--- src/rtl/backend_cfg_pkg.sv ---
// backend_cfg_pkg: shared state encoding and frame width for the backend config sequencer
package backend_cfg_pkg;
  localparam int CFG_FRAME_W = 5;
  localparam logic [2:0] ST_IDLE  = 3'd0;
  localparam logic [2:0] ST_RST   = 3'd1;
  localparam logic [2:0] ST_SHIFT = 3'd2;
  localparam logic [2:0] ST_WAIT  = 3'd3;
  localparam logic [2:0] ST_DONE  = 3'd4;
  localparam logic [2:0] ST_ERROR = 3'd5;
endpackage

--- src/rtl/backend_cfg_serializer.sv ---
// backend_cfg_serializer: shifts a gain frame MSB first as sdin bits, each closed by a 1-cycle sclk strobe
module backend_cfg_serializer import backend_cfg_pkg::*; #(
  parameter int SCLK_GAP = 3
) (
  input  logic                   clk_i,
  input  logic                   rst_ni,
  input  logic                   start_i,
  input  logic [CFG_FRAME_W-1:0] frame_i,
  output logic                   sclk_o,
  output logic                   sdin_o,
  output logic                   done_o
);
  localparam int PW = $clog2(SCLK_GAP + 1);
  localparam int BW = $clog2(CFG_FRAME_W);
  localparam logic [PW-1:0] PH_LAST = PW'(SCLK_GAP);
  logic [CFG_FRAME_W-1:0] sr_q, sr_d;
  logic [PW-1:0] ph_q, ph_d;
  logic [BW-1:0] bit_q, bit_d;
  logic act_q, act_d, sclk_q, sclk_d, sdin_q, sdin_d, last;
  assign last   = act_q && ph_q == PH_LAST;
  assign done_o = last && bit_q == '0;
  assign sclk_o = sclk_q;
  assign sdin_o = sdin_q;
  always_comb begin
    sr_d   = sr_q;
    ph_d   = ph_q;
    bit_d  = bit_q;
    act_d  = act_q;
    sclk_d = 1'b0;
    sdin_d = sdin_q;
    if (start_i) begin
      sr_d   = frame_i;
      sdin_d = frame_i[CFG_FRAME_W-1];
      ph_d   = '0;
      bit_d  = BW'(CFG_FRAME_W - 1);
      act_d  = 1'b1;
    end else if (last) begin
      // the strobe cycle of a bit ends it; the next bit (or idle 0) starts right away
      act_d  = bit_q != '0;
      sr_d   = sr_q << 1;
      sdin_d = bit_q != '0 && sr_q[CFG_FRAME_W-2];
      ph_d   = '0;
      bit_d  = bit_q - BW'(bit_q != '0);
    end else if (act_q) begin
      ph_d   = ph_q + PW'(1);
      sclk_d = ph_d == PH_LAST;
    end
  end
  always_ff @(posedge clk_i or negedge rst_ni) begin
    if (!rst_ni) begin
      sr_q   <= '0;
      ph_q   <= '0;
      bit_q  <= '0;
      act_q  <= 1'b0;
      sclk_q <= 1'b0;
      sdin_q <= 1'b0;
    end else begin
      sr_q   <= sr_d;
      ph_q   <= ph_d;
      bit_q  <= bit_d;
      act_q  <= act_d;
      sclk_q <= sclk_d;
      sdin_q <= sdin_d;
    end
  end
endmodule

--- src/rtl/backend_cfg_sequencer.sv ---
// backend_cfg_sequencer: resets the analog backend, sends the gain frame, waits for ready with retries
module backend_cfg_sequencer import backend_cfg_pkg::*; #(
  parameter int RST_CYCLES     = 16,
  parameter int SCLK_GAP       = 3,
  parameter int TIMEOUT_CYCLES = 200,
  parameter int MAX_RETRY      = 2
) (
  input  logic       i_clk,
  input  logic       i_resetbAll,
  input  logic       i_cfg_valid,
  output logic       o_cfg_ready,
  input  logic [2:0] i_cfg_gainA1,
  input  logic [1:0] i_cfg_gainA2,
  output logic       o_resetb_backend,
  output logic       o_sclk,
  output logic       o_sdin,
  input  logic       i_backend_ready,
  input  logic       i_vco1_fast,
  output logic       o_vco1_fast,
  output logic       o_done,
  output logic       o_timeout,
  output logic       o_busy
);
  localparam int CNT_MAX = RST_CYCLES > TIMEOUT_CYCLES ? RST_CYCLES : TIMEOUT_CYCLES;
  localparam int CW = $clog2(CNT_MAX + 1);
  localparam int RW = MAX_RETRY > 0 ? $clog2(MAX_RETRY + 1) : 1;
  localparam logic [CW-1:0] CNT_SAT  = CW'(CNT_MAX);
  localparam logic [CW-1:0] RST_LAST = CW'(RST_CYCLES - 1);
  localparam logic [CW-1:0] TO_LAST  = CW'(TIMEOUT_CYCLES - 1);
  localparam logic [RW-1:0] RETRY_MAX = RW'(MAX_RETRY);
  logic [2:0] state_q, state_d;
  logic [CW-1:0] cnt_q, cnt_d;
  logic [RW-1:0] retry_q, retry_d;
  logic [CFG_FRAME_W-1:0] frame_q, frame_d;
  logic resetb_q, resetb_d, rdy_q, rdy_d, vco_q, vco_d, done_q, done_d, to_q, to_d, busy_q, busy_d;
  logic ser_start, ser_done, accept;
  assign accept           = i_cfg_valid && rdy_q;
  assign o_cfg_ready      = rdy_q;
  assign o_resetb_backend = resetb_q;
  assign o_vco1_fast      = vco_q;
  assign o_done           = done_q;
  assign o_timeout        = to_q;
  assign o_busy           = busy_q;
  backend_cfg_serializer #(.SCLK_GAP(SCLK_GAP)) u_ser (
    .clk_i  (i_clk),
    .rst_ni (i_resetbAll),
    .start_i(ser_start),
    .frame_i(frame_q),
    .sclk_o (o_sclk),
    .sdin_o (o_sdin),
    .done_o (ser_done)
  );
  always_comb begin
    state_d   = state_q;
    cnt_d     = cnt_q + CW'(cnt_q != CNT_SAT);
    retry_d   = retry_q;
    frame_d   = frame_q;
    vco_d     = vco_q;
    to_d      = to_q;
    ser_start = 1'b0;
    case (state_q)
      ST_IDLE, ST_ERROR: if (accept) begin
        state_d = ST_RST;
        cnt_d   = '0;
        frame_d = {i_cfg_gainA2, i_cfg_gainA1};
        to_d    = 1'b0;
        retry_d = '0;
      end
      ST_RST: if (cnt_q == RST_LAST) begin
        state_d   = ST_SHIFT;
        ser_start = 1'b1;
      end
      ST_SHIFT: if (ser_done) begin
        state_d = ST_WAIT;
        cnt_d   = '0;
      end
      ST_WAIT: if (i_backend_ready) begin
        state_d = ST_DONE;
        vco_d   = i_vco1_fast;
      end else if (cnt_q == TO_LAST) begin
        cnt_d   = '0;
        state_d = retry_q < RETRY_MAX ? ST_RST : ST_ERROR;
        retry_d = retry_q < RETRY_MAX ? retry_q + RW'(1) : retry_q;
        to_d    = retry_q >= RETRY_MAX;
      end
      default: state_d = ST_IDLE;
    endcase
    // backend reset is released when the frame starts and held through idle until the next attempt
    resetb_d = (state_d == ST_RST || state_d == ST_ERROR) ? 1'b0 : (state_d == ST_SHIFT ? 1'b1 : resetb_q);
    rdy_d    = state_d == ST_IDLE || state_d == ST_ERROR;
    busy_d   = !rdy_d;
    done_d   = state_d == ST_DONE;
  end
  always_ff @(posedge i_clk or negedge i_resetbAll) begin
    if (!i_resetbAll) begin
      state_q  <= ST_IDLE;
      cnt_q    <= '0;
      retry_q  <= '0;
      frame_q  <= '0;
      resetb_q <= 1'b0;
      rdy_q    <= 1'b1;
      vco_q    <= 1'b0;
      done_q   <= 1'b0;
      to_q     <= 1'b0;
      busy_q   <= 1'b0;
    end else begin
      state_q  <= state_d;
      cnt_q    <= cnt_d;
      retry_q  <= retry_d;
      frame_q  <= frame_d;
      resetb_q <= resetb_d;
      rdy_q    <= rdy_d;
      vco_q    <= vco_d;
      done_q   <= done_d;
      to_q     <= to_d;
      busy_q   <= busy_d;
    end
  end
endmodule

--- config.mk ---
export PLATFORM = sky130hd
export DESIGN_NAME = backend_cfg_sequencer
export DESIGN_NICKNAME = d
export VERILOG_FILES = /design/src/rtl/backend_cfg_pkg.sv /design/src/rtl/backend_cfg_serializer.sv /design/src/rtl/backend_cfg_sequencer.sv
export SDC_FILE = /design/constraint.sdc
export NUM_CORES = 1
export LEC_CHECK = 0
export ABC_AREA = 1
export BUFFER_PORTS_ARGS = -buffer_cell sky130_fd_sc_hd__buf_2
export CORE_UTILIZATION = 55
export CTS_CLUSTER_DIAMETER = 30
export DETAILED_ROUTE_END_ITERATION = 8
export GPL_TIMING_DRIVEN = 0
export PLACE_DENSITY = 0.85
export RECOVER_POWER = 50
export SLEW_MARGIN = 20
export SYNTH_ARGS = -nofsm -noshare
export SYNTH_HDL_FRONTEND = slang
export SYNTH_SLANG_ARGS = --single-unit
--- constraint.sdc ---
create_clock -name i_clk -period 3.8 [get_ports i_clk]
set_input_delay 1.14 -clock i_clk [delete_from_list [all_inputs] [get_ports i_clk]]
set_output_delay 1.14 -clock i_clk [all_outputs]
set_load 0.03 [all_outputs]
## Word level (Yosys, flattened, before mapping)

Index checks and enable logic that the tools add are counted.

- Register bits: 36
- Output and inout bits: 8
- Bits of input ports: 10
- Word-level logic and storage cells: 98

- Reduce and logical (&&, ||, !) cells: 20
- Multiplexer cells: 39
- Add/sub/neg operators: 4
- $lt $le $gt $ge: 2
- Eq/ne operators: 17

Operators by type and width:

| kind | count |
|---|---|
| 8-bit 2-to-1 mux | 4 |
| 3-bit 2-to-1 mux | 8 |
| 8-bit case mux with 3 select lines | 1 |
| 1-bit 2-to-1 mux | 14 |
| 2-bit 2-to-1 mux | 7 |
| 3-bit case mux with 4 select lines | 1 |
| 3-bit by 2-bit equality test with 1-bit output, second input constant | 3 |
| 3-bit equality test, second input constant | 3 |
| 3-bit logical NOT | 3 |
| 8-bit by 1-bit adder with 8-bit output | 1 |
| 8-bit by 4-bit equality test with 1-bit output, second input constant | 1 |
| 8-bit equality test, second input constant | 1 |
| 4-bit 2-to-1 mux | 2 |
| 2-bit != test, second input constant | 4 |
| 8-bit != test, second input constant | 1 |
| 3-bit by 1-bit equality test with 1-bit output, second input constant | 2 |
| 2-bit nonzero test | 3 |
| 3-bit nonzero test | 2 |
| 5-bit AND reduction | 1 |
| 2-bit by 1-bit adder with 2-bit output, second input constant | 2 |
| 2-bit equality test, second input constant | 2 |
| 1-bit logical AND | 4 |
| 2-bit case mux with 2 select lines | 1 |
| 2-bit AND reduction | 2 |
| other kinds (8) | 9 |

## Depth between registers and ports, before layout

- Depth in word-level cells: 8
- Mapped depth: 10
- Mapped depth without buffers: 10

## Hierarchy

A second synthesis with hierarchy kept.

- Cell total of the unflattened synthesis: 250
- Area, all modules: 2026.9 µm²

By module, submodules not included:

| module | sequential area each (µm²) | area each (µm²) | times used | cells each |
|---|---|---|---|---|
| backend_cfg_sequencer | 601.8 | 1411.4 | 1 | 179 |
| backend_cfg_serializer | 300.3 | 615.6 | 1 | 71 |

## Least setup slack after synthesis

OpenSTA, ideal clock, no wires.

- Kind: in2reg
- Start: input i_cfg_valid
- End: register busy_q (netlist: o_busy)
- Data required time: 3680 ps
- Stages on the path: 8
- Data arrival time: 1790 ps
- Path buffers: 0
- Setup slack: 1890 ps
- Path through: nand2_1 > inv_1 > o21ai_0 > nand2_1 > nor2_1 > nand2_1 > nand2_1 > nand2_1

- Longest elaborated chain between the ends: 6
- Elaborated cells between the ends (all ways): 7
- Classes of those cells: eq/ne: 1; mux: 2; reduce/logical: 4

Ends and longest elaborated chain:

| item | RTL line | text |
|---|---|---|
| start: declaration | backend_cfg_sequencer.sv:10 | `input logic i_cfg_valid,` |
| 1-bit logical AND * | backend_cfg_sequencer.sv:37 | `assign accept = i_cfg_valid && rdy_q;` |
| 3-bit 2-to-1 mux * | backend_cfg_sequencer.sv:62 | `ST_IDLE, ST_ERROR: if (accept) begin` |
| 3-bit case mux with 4 select lines * | backend_cfg_sequencer.sv:61 | `case (state_q)` |
| 3-bit equality test or 3-bit logical NOT (tied branches) | backend_cfg_sequencer.sv:90 | `rdy_d = state_d == ST_IDLE \|\| state_d == ST_ERROR;` |
| 1-bit logical OR * | backend_cfg_sequencer.sv:90 |  |
| 1-bit logical NOT * | backend_cfg_sequencer.sv:91 | `busy_d = !rdy_d;` |
| named net busy_d | backend_cfg_sequencer.sv:35 | `logic resetb_q, resetb_d, rdy_q, rdy_d, vco_q, vco_d, done_q, done_d, to_q, to_d, busy_q, busy_d;` |
| end signal: assignment | backend_cfg_sequencer.sv:116 | `busy_q <= busy_d;` |
| end: declaration | backend_cfg_sequencer.sv:35 |  |

Mark *: on every way through the listed nets, which the timed path passes. The rest lies on a longest branch.
A chain may end at the register's enable or synchronous reset.

==> qor.txt <==
Status -> complete, but fails checks
Violated checks -> capacitance limit, slew limit
Worst path max stage delay -> 1.31 ns
Slowest CP cell -> clkbuf_1
Initial Utilization -> 58.0%
FFs w/ async S/R, synth -> 100%
Worst-path clk slew -> 0.10 ns
CTS Hold Bufs -> 0
Worst path cell trace -> clkbuf_1
Worst ir drop on vdd -> 0.000327 V
Final wirelength -> 3310 microns
Grt total ovfl -> 0
Post-DRT Antenna Nets -> 0
Die Height -> 61.6 microns
Die width -> 61.6 microns
Crit path kind -> primary input to asynchronous set/reset pin
Number of diodes -> 0
Iteration-0 DRC Markers -> 52
Hold depth -> 2
Core area -> 0.00336 sq mm
Leak -> 1.11 nW
First-pass detailed-route iteration total -> 4
Pin slew with the least headroom to its limit -> 1.86 ns
Syn_area_per_cell -> 8.75 sq um
Final period utilization -> 62.4%
Hold EP -> o_vco1_fast
Initial antenna violation count -> 0
CP arrival -> 2.47 ns
Vias per cell -> 5.05
Worst Path Max Fanout -> 36
Cells after Synth -> 223
Vias in the first global route -> 1394
CTS root buf -> clkbuf_4
CTS tree -> built
Share of post-route cells with drive strength above 1 -> 21.8%
Area added between synthesis and finish -> 9.17%
R2R Path Start -> cnt_q[1]
RSZ-0062 raised after global routing -> no
# fillers -> 311
Syn_nets -> 241
Max_cap viols -> 1
Critical path origin -> i_resetbAll
Required time of the worst setup path -> 3.90 ns
Multi-input logic area -> 888 sq um
GP Congestion -> 0.827
Largest net degree at the start of global routing -> 37
Hold_ws -> 0.481 ns
Hpwl dp -> 2400 microns
Row count -> 21
Critical hold path startpoint -> o_vco1_fast
Nets -> 265
I/O Buffers -> 17
Io pins -> 18
Most used DFF post-synth -> dfrtp_1
Total CTS buffers -> 5
CP Launch Type -> primary input
Final setup viols -> 0
Number of flops mapped to enable cells by yosys -> 0
Worst R2R Setup Slack -> 2.06 ns
Area of the mapped netlist -> 0.00195 sq mm
Drt drc -> 0
H-tree depth -> 2
Synth warnings -> 0
Clock tree buffer depth -> 2
Post-DR wirelength/cell -> 11.3 microns
Fmax achieved -> 422 MHz
# resized after CTS -> 0
Slew margin rel. -> -24.3%
Die ar. -> 0.00379 sq mm
Critical Path Sink Type -> asynchronous set/reset pin
Register area share after synthesis -> 46.2%
Post-CTS setup buffers -> 0
Number of clock sinks -> 36
R2r worst-path depth -> 8
Fin crit period -> 2.37 ns
TNS Setup -> 0 ns
Bufs and invs on worst path -> 1
Clk Latency, worst-skew pair -> 0.34 ns
Routed via count -> 1486
Netlist cell types -> 30
RR Endpoint -> u_ser.bit_q[1]
First-pass GRT wire length -> 5710 microns
Register area -> 902 sq um
Yosys reg bits -> 36
Final Hold Vio Count -> 0
GRT Total Usage -> 20.7%
Setup Skew -> 0.00913 ns
Final Max Tran Viols -> 37
Worst path top cell family by delay -> buffers and inverters
Worst min path class -> flop to flop
Pwr dens -> 650 mW/mm^2
==> cell usage in the layout, fill, tap and decap left out, types with 4 or more instances in the layout <==
cell,count
nand3_1,13
xor2_1,6
buf_2,15
dfrtp_1,35
ha_1,8
a21oi_1,6
nor2_1,24
clkbuf_4,5
mux2_2,4
inv_1,26
nor2_2,4
o21ai_0,7
nand2_1,57
==> synth_stat cells (3+ instances only) <==
cell	number	area, sq um
nand2_1	56	210
dfrtp_1	35	876
inv_1	25	93.8
nor2_1	23	86.3
nand3_1	13	65.1
ha_1	8	100
o21ai_0	7	35.0
a21oi_1	6	30.0
xor2_1	6	52.6
mux2_2	4	45.0
nor2_2	4	25.0
inv_2	3	11.3
nand2_2	3	18.8
nand3_2	3	30.0
nor2_4	3	33.8
o21ai_1	3	15.0
==> sequential cells by signal (all words and copies together), names as in the netlist <==
name / flops
cnt_q: 8
frame_q: 5
u_ser.sr_q: 4
state_q: 3
u_ser.bit_q: 3
retry_q: 2
u_ser.ph_q: 2
o_busy: 1
o_cfg_ready: 1
o_done: 1
o_resetb_backend: 1
o_timeout: 1
o_vco1_fast: 1
u_ser.act_q: 1
u_ser.sclk_o: 1
u_ser.sdin_o: 1
==> cell families after synthesis <==
| group | share of synthesized area, % |
|---|---|
| AOI/OAI and AO/OA | 6.67 |
| muxes | 2.31 |
| buffers and inverters | 6.67 |
| DFF | 46.2 |
| xor gates and xnor gates | 3.14 |
| adders and majority gates | 5.13 |
| and+or+nand+nor | 29.8 |
==> final cells by class <==
cell class | count | area share, %
repair buffers | 17 | 3.88
flip-flops and latches | 36 | 42.4
inverters | 30 | 5.76
plain buffers | 1 | 0.353
multi-input cells | 156 | 41.7
clock buffers | 8 | 3.23
well taps | 46 | 2.70
==> power by group <==
group	switching, mW	leakage (nW)	total (mW)	internal, mW
registers	0.0800	0.469	0.578	0.498
clock network	0.122	0.0386	0.231	0.109
logic	0.364	0.599	0.575	0.212
total	0.566	1.11	1.38	0.819
==> stage by stage <==
step	instances	util, %	setup slack [ns]	total power, mW	cell area (sq um)
6_report	294	63.3	1.43	1.38	2130
5_1_grt	294	63.3	1.01	1.51	2130
4_1_cts	294	64.3	1.58	1.41	2160
3_5_place_dp	286	62.2	1.61	1.18	2090
3_3_place_gp	286	62.2	1.61	1.15	2090
2_1_floorplan	223	-	1.89	1.04	1950
==> how the worst max path moves through the flow <==
stage                    endpoint  slack [ns]  cells after the start
floorplan                  o_busy        1.89                      8
global placement           o_busy        1.61                      9
detailed placement         o_busy        1.61                      9
CTS                   o_cfg_ready        1.58                      1
global route        u_ser.ph_q[1]        1.01                      1
finish                     o_busy        1.43                      1
==> per-layer routing <==
| layer | vias up | global-route usage (%) | wire length [microns] |
|---|---|---|---|
| li1 | 753 | - | - |
| met1 | 702 | 24.8 | 1500 |
| met2 | 23 | 35.9 | 1640 |
| met3 | 8 | 5.04 | 117 |
| met4 | 0 | 7.62 | 53 |
| met5 | - | 0 | 0 |
Power figures use the tool's default switching activity.
